--- config.mk ---
export PLATFORM = sky130hd
export DESIGN_NAME = reaction_score_keeper
export DESIGN_NICKNAME = d
export VERILOG_FILES = /design/src/rtl/reaction_score_keeper.sv
export SDC_FILE = /design/constraint.sdc
export NUM_CORES = 1
export LEC_CHECK = 0
export ABC_AREA = 0
export BUFFER_PORTS_ARGS = -buffer_cell sky130_fd_sc_hd__buf_2
export CAP_MARGIN = 20
export CORE_ASPECT_RATIO = 0.5
export CORE_MARGIN = 4
export CORE_UTILIZATION = 25
export CTS_CLUSTER_SIZE = 40
export DETAILED_ROUTE_END_ITERATION = 6
export GPL_TIMING_DRIVEN = 1
export PLACE_DENSITY = 0.37
export SLEW_MARGIN = 20
export SYNTH_ARGS = -nofsm -noshare
export SYNTH_HDL_FRONTEND = slang
export SYNTH_SLANG_ARGS = --single-unit
--- constraint.sdc ---
create_clock -name MAX10_CLK1_50 -period 3.2 [get_ports MAX10_CLK1_50]
set_input_delay 0.48 -clock MAX10_CLK1_50 [delete_from_list [all_inputs] [get_ports MAX10_CLK1_50]]
set_output_delay 0.48 -clock MAX10_CLK1_50 [all_outputs]
set_load 0.005 [all_outputs]
--- src/rtl/reaction_score_keeper.sv ---
// -----------------------------------------------------------------------------
// reaction_score_keeper
//
// Reader side of the reaction-game timing core. It accepts measured reaction
// times (packed BCD) over a valid/ready handshake and keeps the best (lowest)
// score. It also sequences what the seven-segment path shows: the player's
// score, then the high score, then idle. While a fresh record is on display,
// it drives an alternating LED celebration pattern.
//
// Ports
//   MAX10_CLK1_50  in   1   system clock, rising edge
//   rst_n          in   1   asynchronous active-low reset
//   score_valid    in   1   writer offers a score, held until accepted
//   score_bcd      in   16  {s, 0.1s, 0.01s, 0.001s} packed BCD
//   score_ready    out  1   reader can accept (transfer on valid & ready)
//   clear_hi       in   1   one-cycle pulse: forget the high score
//   disp_bcd       out  16  value routed to the BCD decoder / HEX path
//   disp_blank     out  1   1 = HEX digits blanked
//   hi_bcd         out  16  current high score (NO_SCORE when none held)
//   hi_valid       out  1   a high score is held
//   new_record     out  1   the score on display set a record
//   bad_bcd        out  1   one-cycle pulse: accepted score had a digit > 9
//   led_pattern    out  10  LED drive
// -----------------------------------------------------------------------------
module reaction_score_keeper #(
    parameter int unsigned CLK_HZ   = 50_000_000,
    parameter int unsigned SHOW_MS  = 2000,
    parameter int unsigned BLINK_MS = 250,
    parameter logic [15:0] NO_SCORE = 16'h9999
) (
    input  logic        MAX10_CLK1_50,
    input  logic        rst_n,
    input  logic        score_valid,
    input  logic [15:0] score_bcd,
    output logic        score_ready,
    input  logic        clear_hi,
    output logic [15:0] disp_bcd,
    output logic        disp_blank,
    output logic [15:0] hi_bcd,
    output logic        hi_valid,
    output logic        new_record,
    output logic        bad_bcd,
    output logic [9:0]  led_pattern
);

    localparam int unsigned MS_CYC = CLK_HZ / 1000;
    localparam int PRE_W = (MS_CYC   > 1) ? $clog2(MS_CYC)   : 1;
    localparam int MS_W  = (SHOW_MS  > 1) ? $clog2(SHOW_MS)  : 1;
    localparam int BL_W  = (BLINK_MS > 1) ? $clog2(BLINK_MS) : 1;

    localparam logic [9:0] LED_A = 10'b1010101010;

    typedef enum logic [1:0] {
        IDLE,
        CAPTURE,
        SHOW_SCORE,
        SHOW_HI
    } state_t;

    state_t             state;
    logic [15:0]        score_q;
    logic [PRE_W-1:0]   pre_cnt;
    logic [MS_W-1:0]    ms_cnt;
    logic [BL_W-1:0]    blink_cnt;

    logic               digits_bad;
    logic               is_record;
    logic [15:0]        hi_clr_bcd;
    logic               hi_clr_valid;
    logic [15:0]        hi_bcd_nxt;
    logic               hi_valid_nxt;
    logic               ms_tick;
    logic               phase_done;
    logic               blink_tick;

    // The clear pulse is folded in before the record compare, so a score
    // captured in the same cycle as a clear always becomes the new record.
    // The display paths use the next-cycle high score so a clear shows on the
    // very next cycle rather than one cycle late.
    always_comb begin
        // NOTE: every always_comb output gets a default first so no path can
        // leave it unassigned and infer a latch.
        digits_bad   = (score_q[15:12] > 4'd9) || (score_q[11:8] > 4'd9) ||
                       (score_q[7:4]   > 4'd9) || (score_q[3:0]  > 4'd9);
        hi_clr_bcd   = clear_hi ? NO_SCORE : hi_bcd;
        hi_clr_valid = clear_hi ? 1'b0     : hi_valid;
        // Packed BCD orders the same as plain unsigned binary.
        is_record    = !hi_clr_valid || (score_q < hi_clr_bcd);
        hi_bcd_nxt   = hi_clr_bcd;
        hi_valid_nxt = hi_clr_valid;
        if (state == CAPTURE && !digits_bad && is_record) begin
            hi_bcd_nxt   = score_q;
            hi_valid_nxt = 1'b1;
        end
        ms_tick    = (pre_cnt == PRE_W'(MS_CYC - 1));
        phase_done = ms_tick && (ms_cnt == MS_W'(SHOW_MS - 1));
        blink_tick = ms_tick && (blink_cnt == BL_W'(BLINK_MS - 1));
    end

    // NOTE: the reset branch is asynchronous (in the sensitivity list) and
    // every register here, the latched score included, returns to a known
    // value so a mid-phase reset forgets everything at once.
    always_ff @(posedge MAX10_CLK1_50 or negedge rst_n) begin
        if (!rst_n) begin
            state       <= IDLE;
            score_q     <= '0;
            pre_cnt     <= '0;
            ms_cnt      <= '0;
            blink_cnt   <= '0;
            score_ready <= 1'b0;
            disp_bcd    <= '0;
            disp_blank  <= 1'b1;
            hi_bcd      <= NO_SCORE;
            hi_valid    <= 1'b0;
            new_record  <= 1'b0;
            bad_bcd     <= 1'b0;
            led_pattern <= '0;
        end else begin
            // NOTE: non-blocking assignments throughout, so later statements
            // in this block override earlier defaults without ordering races.
            hi_bcd   <= hi_bcd_nxt;
            hi_valid <= hi_valid_nxt;
            bad_bcd  <= 1'b0;

            // Free-running timebase; restarted on entry to each SHOW phase.
            pre_cnt <= ms_tick ? '0 : pre_cnt + 1'b1;
            if (ms_tick) begin
                ms_cnt    <= ms_cnt + 1'b1;
                blink_cnt <= blink_tick ? '0 : blink_cnt + 1'b1;
            end

            case (state)
                IDLE: begin
                    disp_bcd    <= hi_bcd_nxt;
                    disp_blank  <= !hi_valid_nxt;
                    led_pattern <= '0;
                    new_record  <= 1'b0;
                    if (score_valid && score_ready) begin
                        score_q     <= score_bcd;
                        score_ready <= 1'b0;
                        state       <= CAPTURE;
                    end else begin
                        score_ready <= 1'b1;
                    end
                end

                CAPTURE: begin
                    if (digits_bad) begin
                        bad_bcd     <= 1'b1;
                        score_ready <= 1'b1;
                        disp_bcd    <= hi_bcd_nxt;
                        disp_blank  <= !hi_valid_nxt;
                        state       <= IDLE;
                    end else begin
                        disp_bcd    <= score_q;
                        disp_blank  <= 1'b0;
                        new_record  <= is_record;
                        led_pattern <= is_record ? LED_A : '0;
                        pre_cnt     <= '0;
                        ms_cnt      <= '0;
                        blink_cnt   <= '0;
                        state       <= SHOW_SCORE;
                    end
                end

                SHOW_SCORE: begin
                    // The two patterns are complements, so inversion alternates them.
                    if (blink_tick && new_record) begin
                        led_pattern <= ~led_pattern;
                    end
                    if (phase_done) begin
                        disp_bcd    <= hi_bcd_nxt;
                        disp_blank  <= !hi_valid_nxt;
                        led_pattern <= '0;
                        new_record  <= 1'b0;
                        pre_cnt     <= '0;
                        ms_cnt      <= '0;
                        blink_cnt   <= '0;
                        state       <= SHOW_HI;
                    end
                end

                SHOW_HI: begin
                    disp_bcd   <= hi_bcd_nxt;
                    disp_blank <= !hi_valid_nxt;
                    if (phase_done) begin
                        score_ready <= 1'b1;
                        state       <= IDLE;
                    end
                end

                default: state <= IDLE;
            endcase
        end
    end

endmodule

Yosys cells after proc, flatten, opt, wreduce, memory -nomap -nowiden
Cells that the tools add are included.
- register bits: 100
- latch bits: 0
- RAM bits: 0
- ROM bits: 0
- input bits: 20
- logic and storage cells: 98
- memories: 0
- add/subtract/negate cells: 3
- $mul: 0
- divide/modulo/power cells: 0
- magnitude comparators: 5
- eq/ne operators: 12
- shifts and indexed selects: 0
- muxes and demuxes: 42
- bitwise logic cells: 1
- reduce and logical (&&, ||, !) cells: 22
- operators with widths (operator ; number):
    $mux W16 ; 7
    $pmux W16 S3 ; 1
    $mux W10 ; 4
    $mux W11 ; 3
    $mux W8 ; 4
    $pmux W16 S2 ; 1
    $pmux W10 S3 ; 1
    $pmux W11 S2 ; 1
    $add A16 B1 Y16 const B ; 1
    $eq A16 B16 Y1 const B ; 1
    $gt A4 B4 Y1 const B ; 4
    $lt A16 B16 Y1 ; 1
    $pmux W8 S2 ; 1
    $reduce_and A3 Y1 ; 4
    $add A11 B1 Y11 const B ; 1
    $eq A11 B11 Y1 const B ; 1
    $mux W1 ; 11
    $ne A2 B2 Y1 const B ; 5
    $not A10 Y10 ; 1
    $pmux W1 S3 ; 3
    $add A8 B1 Y8 const B ; 1
    $eq A8 B8 Y1 const B ; 1
    $mux W2 ; 4
    $pmux W2 S4 ; 1
    other kinds (10) ; 22

Longest topological paths before layout
Gate-level depths: netlist (run 1).
- depth after elaboration: 11
- mapped depth: 11
- gate-level depth less buffers: 8

Worst setup path before layout (run 1)
Ideal clock, no wire load.
- path type: input-to-reg
- start point: input clear_hi
- end point: register hi_bcd[0]
- library setup time: 0.082 ns
- arrival: 2.571 ns
- required time: 3.118 ns
- slack: 0.547 ns
- cell stages on the path: 10
- path buffers: 2
- cells stage by stage: clkbuf_1 -> nor2_1 -> ha_1 -> nand4_1 -> nor2_1 -> a311o_1 -> o31ai_1 -> and2_1 -> buf_4 -> mux2_2
- longest elaborated chain between the ends: 5
- ends and longest elaborated chain (element ; line ; source):
    start, declared ; 36 ; input logic clear_hi,
    $mux W16 / $mux W1 (equally long branches) ; 85, 86 ;
    $lt A16 B16 Y1 / $logic_not A1 Y1 (equally long branches) ; 88 ; is_record = !hi_clr_valid || (score_q < hi_clr_bcd);
    $logic_or A1 B1 Y1 ; 88 ;
    $logic_and A1 B1 Y1 ; 91 ; if (state == CAPTURE && !digits_bad && is_record) begin
    $mux W16 * ; 91 ;
    via hi_bcd_nxt[0] ; 70 ; logic [15:0] hi_bcd_nxt;
    end signal, assigned ; 121 ; hi_bcd <= hi_bcd_nxt;
    end, declared ; 39 ; output logic [15:0] hi_bcd,
The timed path passes the listed nets; every way through them passes the cells marked *.
A chain may end at the register's enable or synchronous reset.

Worst setup path after layout (run 1)
- start point: register hi_bcd[7]
- end point: register hi_bcd[12]
- longest elaborated chain between the ends: 5
- ends and longest elaborated chain (element ; line ; source):
    $mux W16 ; 85 ; hi_clr_bcd = clear_hi ? NO_SCORE : hi_bcd;
    $lt A16 B16 Y1 ; 88 ;
    $logic_or A1 B1 Y1 ; 88 ;
    $logic_and A1 B1 Y1 ; 91 ;
    $mux W16 ; 91 ;
    via hi_bcd_nxt[12] ; 70 ;
The timed path passes the listed nets, and every way through them passes these cells.

==> results of run 1 <==
## stage by stage
| stage | hold WS (ns) | cells | setup WS (ns) | instance area (sq um) |
|---|---|---|---|---|
| 2_1_floorplan | 0.184 | 499 | 0.547 | 5110 |
| 3_3_place_gp | 0.480 | 827 | 0.0902 | 5780 |
| 3_5_place_dp | 0.486 | 827 | 0.0548 | 5780 |
| 4_1_cts | 0.197 | 843 | 0.382 | 6100 |
| 5_1_grt | 0.224 | 843 | 0.119 | 6100 |
| 6_report | 0.173 | 843 | 0.409 | 6100 |
## final cells by class
| type | instances | area [sq um] |
|---|---|---|
| fillers | 2017 | 13700 |
| inverters | 16 | 60.1 |
| multi-input cells | 361 | 2410 |
| repair buffers | 84 | 468 |
| well taps | 266 | 333 |
| clock inverters | 3 | 45.0 |
| clock buffers | 13 | 270 |
| flip-flops and latches | 100 | 2510 |
## power groups by stage
stage / Clock, W / Combinational (W) / Sequential (W)
6_report: 0.00115 / 0.0000463 / 0.00126
5_1_grt: 0.00126 / 0.0000555 / 0.00126
4_1_cts: 0.00120 / 0.0000508 / 0.00126
3_5_place_dp: 0 / 0.0000505 / 0.00129
3_3_place_gp: 0 / 0.0000506 / 0.00129
2_1_floorplan: 0 / 0.00000320 / 0.00129
## flip-flops by register name, summed over array words and instances (netlist names), 8 cells and up, named ones only
signal,count
score_q,16
led_pattern,10
hi_bcd,16
pre_cnt,16
ms_cnt,11
blink_cnt,8
disp_bcd,16
## cell usage after synthesis, drive strengths merged (5+ instances only)
| cell | count | area, sq um |
|---|---|---|
| or3 | 5 | 31.3 |
| nor2 | 51 | 199 |
| dfrtp | 91 | 2280 |
| o21ai | 37 | 185 |
| ha | 24 | 300 |
| inv | 16 | 60.1 |
| nand2 | 43 | 161 |
| o22a | 8 | 70.1 |
| xor2 | 14 | 123 |
| xnor2 | 10 | 87.6 |
| clkbuf | 8 | 30.0 |
| nand2b | 10 | 62.6 |
| a31oi | 7 | 43.8 |
| dfstp | 9 | 236 |
| buf | 14 | 108 |
| mux2 | 18 | 203 |
| a2bb2oi | 5 | 43.8 |
| a21oi | 28 | 144 |
| o22ai | 7 | 43.8 |
| o31ai | 5 | 65.1 |
| nand3 | 28 | 140 |
| mux2i | 8 | 80.1 |
| and3 | 7 | 43.8 |
| nor3 | 8 | 61.3 |
| nand4 | 10 | 62.6 |
## metal layers
layer  vias to the layer above  share of wire [%]
met5                         -                  0
met2                        48                 45
met4                         0               0.98
met1                      1911                 51
li1                       1925                  -
met3                        10                3.2
## worst reg2reg max path: cells and delay by family (launching register included)
| family | cells | cell delay [ns] |
|---|---|---|
| AOI/OAI and AO/OA | 2 | 0.62 |
| adders and majority gates | 1 | 0.31 |
| buffers and inverters | 2 | 0.37 |
| DFF | 1 | 0.54 |
| muxes | 1 | 0.25 |
| and+or+nand+nor | 4 | 0.62 |
## final timing paths
path,end,slack [ns],cells after the start
max,hi_bcd[12],0.41,10
min,ms_cnt[9],0.17,1
max reg2reg,hi_bcd[12],0.41,10
min reg2reg,led_pattern[0],0.49,1
max in group asynchronous,led_pattern[4],2.15,3
min in group MAX10_CLK1_50,score_q[5],0.36,2
## logic make-up (layout without fill, tap and decap cells)
logic type      Yosys count  in the layout  synth area share [%]
fa+ha+maj                24             24                  5.87
compound gates          112            112                  14.3
flops                   100            100                  49.1
mux                      26             26                  5.53
buf+inv                  38            116                  3.86
xor+xnor                 24             24                  4.11
simple gates            175            175                  17.2
==> run metrics, run 1 <==
kind of critical path=flop to flop; Critical Path Source=hi_bcd[7]; crit share post-route=87.2%; setup repair bufs after CTS=0; Worst-path clk slew=0.07 ns; CP max-delay cell=dfstp_2; most common cell after layout, fill and taps aside=dfrtp_1; # rows=36; ys async rst share=100%; register bit total from synthesis=100; Slew HR=45.5%; status=completed; total CTS buffers=9; final core utilization=30.8%; largest net degree at the start of global routing=49; drt first pass iters=4; initial antenna violation count=0; post-detail-place hpwl=9870 um; Yosys Warn Count=0; Core Area=19,800 sq um; RD Place Congestion=0.729; Detail Route Antenna Nets=0; gr ovfl total=0; RR Startpoint=hi_bcd[7]; CP bufs+invs=2; Synth cell types=54; clock root buffer master=clkbuf_16; unrepaired setup endpoints after global routing=false; DIE AREA=23,000 sq um; Mapped Nets=543; H-tree depth=3; Fin. Hold Viols=0; slew of the pin with the lowest slew margin=0.817 ns; total negative setup slack=0 ns; Buffers on Ports=66; Starting Density=25.9%; Net Sw Frac=20.9%; share of cells above drive strength 1=24.1%; total power=0.00246 W; CP cell instances=nor2_1 > ha_1 > and3_1 > a221oi_1 > nor3_1 > buf_4 > o31ai_2 > and2_1 > buf_4 > mux2i_1; gate count after technology mapping=499; clk_skew=0.0140 ns; met3 layer usage reported by global route=3.16%; NetSw=0.000516 W; CP most frequent cell=buf_4; grt peak-use layer=met2; final setup violation count=0; cts hold-fix bufs=0; met2 Resource Use GR=19.9%; Die H=109 um; Initial DRC Count=150; kind of start point of the critical path=flop; Clock Path Buffers=2; Syn Area/Cell=10.3 sq um; minimum clock period=2.79 ns; Int Pwr=0.00195 W; Peak VDD IR=0.238 mV; max-cap violation count=0; GRT met1 Usage=17.6%; drt total wl=13,700 um; CP top delay family=compound AO/OA/AOI/OAI gates; Area growth, synth to finish=19.2%; leakage power total=2.81 nW; DR WL/cell=16.3 um; CTS Sinks=100; TritonCTS clock tree=built; gr usage total=12.6%; clock power share=46.8%; f_max=358 MHz; Synth Flop Type=dfrtp_1; DR DRC count=0; worst path arrival time=3.05 ns; Final nets=616; mapped cell area=5110 sq um; vias per cell=4.62; DR vias=3,894; clk_lat worst skew=0.35 ns; vias in the first global route=4,089; cts repair resizes=0; Worst setup EP type=flop; Die Wd=210 um; sequential power share=51.3%; worst hold path class=input port to asynchronous set/reset pin; Antenna Cells=0; share of total power in combinational logic=1.9%; Seq/Total Area, Yosys=49.1%; critical path fanouts, max=8; Slew Limit Fails=0; Worst path max stage delay=0.54 ns; Power Density=404 nW/um^2; most frequent cells in the layout=dfrtp_1, buf_2, nor2_1, nand2_1, nand3_1; number of synthesized flops with an enable pin=0; IO Pins=67; Worst EP required=3.46 ns; global-route wire length before repair=22,800 um
Note: power is estimated with default switching activity, not from simulation.
==> run 2, diff against run 1 <==
--- a/config.mk
+++ b/config.mk
@@ -5,7 +5,7 @@
 export SDC_FILE = /design/constraint.sdc
 export NUM_CORES = 1
 export LEC_CHECK = 0
-export ABC_AREA = 0
+export ABC_AREA = 1
 export BUFFER_PORTS_ARGS = -buffer_cell sky130_fd_sc_hd__buf_2
 export CAP_MARGIN = 20
 export CORE_ASPECT_RATIO = 0.5
@@ -15,7 +15,6 @@
 export DETAILED_ROUTE_END_ITERATION = 6
 export GPL_TIMING_DRIVEN = 1
 export PLACE_DENSITY = 0.37
-export SLEW_MARGIN = 20
 export SYNTH_ARGS = -nofsm -noshare
 export SYNTH_HDL_FRONTEND = slang
 export SYNTH_SLANG_ARGS = --single-unit
==> run metrics, run 2 <==
area leader, netlist=dfrtp_1; kind of start point of the critical path=input port; gate count after technology mapping=649; Final nets=765; Synth top area share=43.6%; CP most frequent cell=nand2_1; Worst-path clk slew=0.07 ns; design area=6230 sq um; Worst EP required=3.45 ns; Syn Area/Cell=8.06 sq um; Seq/Total Area, Yosys=48.1%; share of cells above drive strength 1=17.8%; Initial DRC Count=239; Mapped Nets=693; f_max=434 MHz; DR DRC count=0; gr usage total=12.5%; Power Density=400 nW/um^2; final std cells w/o fill=999; H-tree depth=3; final core utilization=30.3%; critical path fanouts, max=16; clock root buffer master=clkbuf_16; RR Startpoint=hi_bcd[7]; cts repair resizes=0; Buffers on Ports=66; sequential power share=50.7%; DR vias=4,343; vias in the first global route=4,405; Slew Limit Fails=0; Worst setup EP type=flop; Post-DP Area=5920 sq um; Starting Density=25.4%; unrepaired setup endpoints after global routing=false; Net Sw Frac=21.2%; kind of critical path=input port to flop; global-route wire length before repair=23,200 um; Synth top cells by count=nand2_1, dfrtp_1, inv_1; share of total power in combinational logic=1.9%; clk_lat worst skew=0.35 ns; Clock Path Buffers=2; number of synthesized flops with an enable pin=0; Yosys Warn Count=0; post-detail-place hpwl=10,000 um; initial antenna violation count=0; TritonCTS clock tree=built; Die H=110 um; worst hold path class=input port to asynchronous set/reset pin; # rows=37; max-cap violation count=0; ys async rst share=100%; slew of the pin with the lowest slew margin=0.692 ns; Reg2Reg Setup Slack=0.98 ns; Antenna Cells=0; Area contributors post-synth=dfrtp_1, nand2_1, ha_1, inv_1, a21oi_1; CP top delay family=simple AND/OR/NAND/NOR gates; total CTS buffers=9; leakage power total=3.11 nW; CP cell instances=buf_2 > clkinv_1 > nand2_1 > ha_1 > a21oi_1 > nand3b_1 > a21oi_1 > nor2_1 > nand2_1 > nand2_2 > nand2_4 > nand2_1 > nand3_1 > nand2_1 > nand2_1; drt first pass iters=4; Detail Route Antenna Nets=0; NetSw=0.000528 W; largest net degree at the start of global routing=52; CP max-delay cell=clkinv_1; status=completed; clk_skew=0.0116 ns; most common cell in the netlist=nand2_1; Synth cell types=39; Die Wd=213 um; DIE AREA=23,400 sq um; IO Pins=67; Worst path max stage delay=0.28 ns; most frequent cells in the layout=nand2_1, dfrtp_1, inv_1, nor2_1, buf_2; Peak VDD IR=0.200 mV; CTS Sinks=100; Area growth, synth to finish=19.1%; cts hold-fix bufs=0; drt total wl=13,900 um; clock power share=47.4%; Critical Path Source=clear_hi; dpl cells=983; register bit total from synthesis=100; minimum clock period=2.30 ns; Int Pwr=0.00196 W; total negative setup slack=0 ns; setup repair bufs after CTS=0; vias per cell=4.35; hold slack=0.180 ns; Synth Flop Type=dfrtp_1; mapped cell area=5230 sq um; most common cell after layout, fill and taps aside=nand2_1; final setup violation count=0; worst path arrival time=2.55 ns; RD Place Congestion=0.739; Core Area=20,600 sq um; gr ovfl total=0; CP bufs+invs=2; DR WL/cell=13.9 um; crit share post-route=72.0%; Slew HR=53.9%; Fin. Hold Viols=0
run 2: cell types whose count changed in the layout (fill, tap and decap cells not counted), moves of 17 or more:
cell,change
nand2_1,+106
nor2_1,+22
nand3_1,+20
mux2_2,-17
inv_1,+59
a21oi_1,+28
run 2: worst paths after layout:
kind / to / depth (start not counted)
max in group asynchronous: ms_cnt[10] / 2
min: disp_bcd[9] / 1
min reg2reg: led_pattern[2] / 1
max: disp_bcd[2] / 15
max reg2reg: disp_bcd[2] / 13
min in group MAX10_CLK1_50: score_q[14] / 3
run 2: layer usage:
| metal | track usage, % | routed length, um | vias to the layer above |
|---|---|---|---|
| li1 | - | - | 2240 |
| met1 | 16.8 | 6950 | 2046 |
| met2 | 20.8 | 6400 | 46 |
| met3 | 3.00 | 426 | 11 |
| met4 | 2.62 | 107 | 0 |
| met5 | 0 | 0 | - |
run 2: power by group through the flow:
stage,registers (W),clock network [W],logic (W)
finish,0.00126,0.00118,0.0000476
global route,0.00126,0.00128,0.0000563
CTS,0.00126,0.00124,0.0000517
detailed placement,0.00129,0,0.0000514
global placement,0.00129,0,0.0000518
floorplan,0.00129,0,0.00000390
run 2: worst register-to-register path, cell delays in order, from the launching register on:
cell and delay (ns):
dfstp_2 0.54, nor2_1 0.06, ha_1 0.29, a21oi_1 0.15, o21a_1 0.13, nand2_1 0.06, nand2_1 0.05, nand2_1 0.08
nand2_2 0.21, nand2_4 0.20, nand2_1 0.13, nand3_1 0.08, nand2_1 0.08, nand2_1 0.05
run 2: per-stage QoR:
stage	power, W	worst slack (ns)
6_report	0.00249	0.896
3_3_place_gp	0.00134	0.552
4_1_cts	0.00255	0.815
3_5_place_dp	0.00134	0.439
5_1_grt	0.00260	0.595
2_1_floorplan	0.00129	0.904
run 2: kinds of logic after synthesis:
family | Yosys count | synth area share (%)
AOI/OAI and AO/OA | 86 | 8.90
xor gates and xnor gates | 12 | 2.01
adders and majority gates | 24 | 5.74
buffers and inverters | 99 | 7.42
DFF | 100 | 48.1
and+or+nand+nor | 328 | 27.9
run 2: cell type report:
type	instances	area, sq um
Fill cell	2241	14300
Multi-Input combinational cell	450	2330
Clock buffer	12	236
Timing Repair Buffer	76	420
Tap cell	273	342
Inverter	84	315
Clock inverter	4	75.1
Sequential cell	100	2510
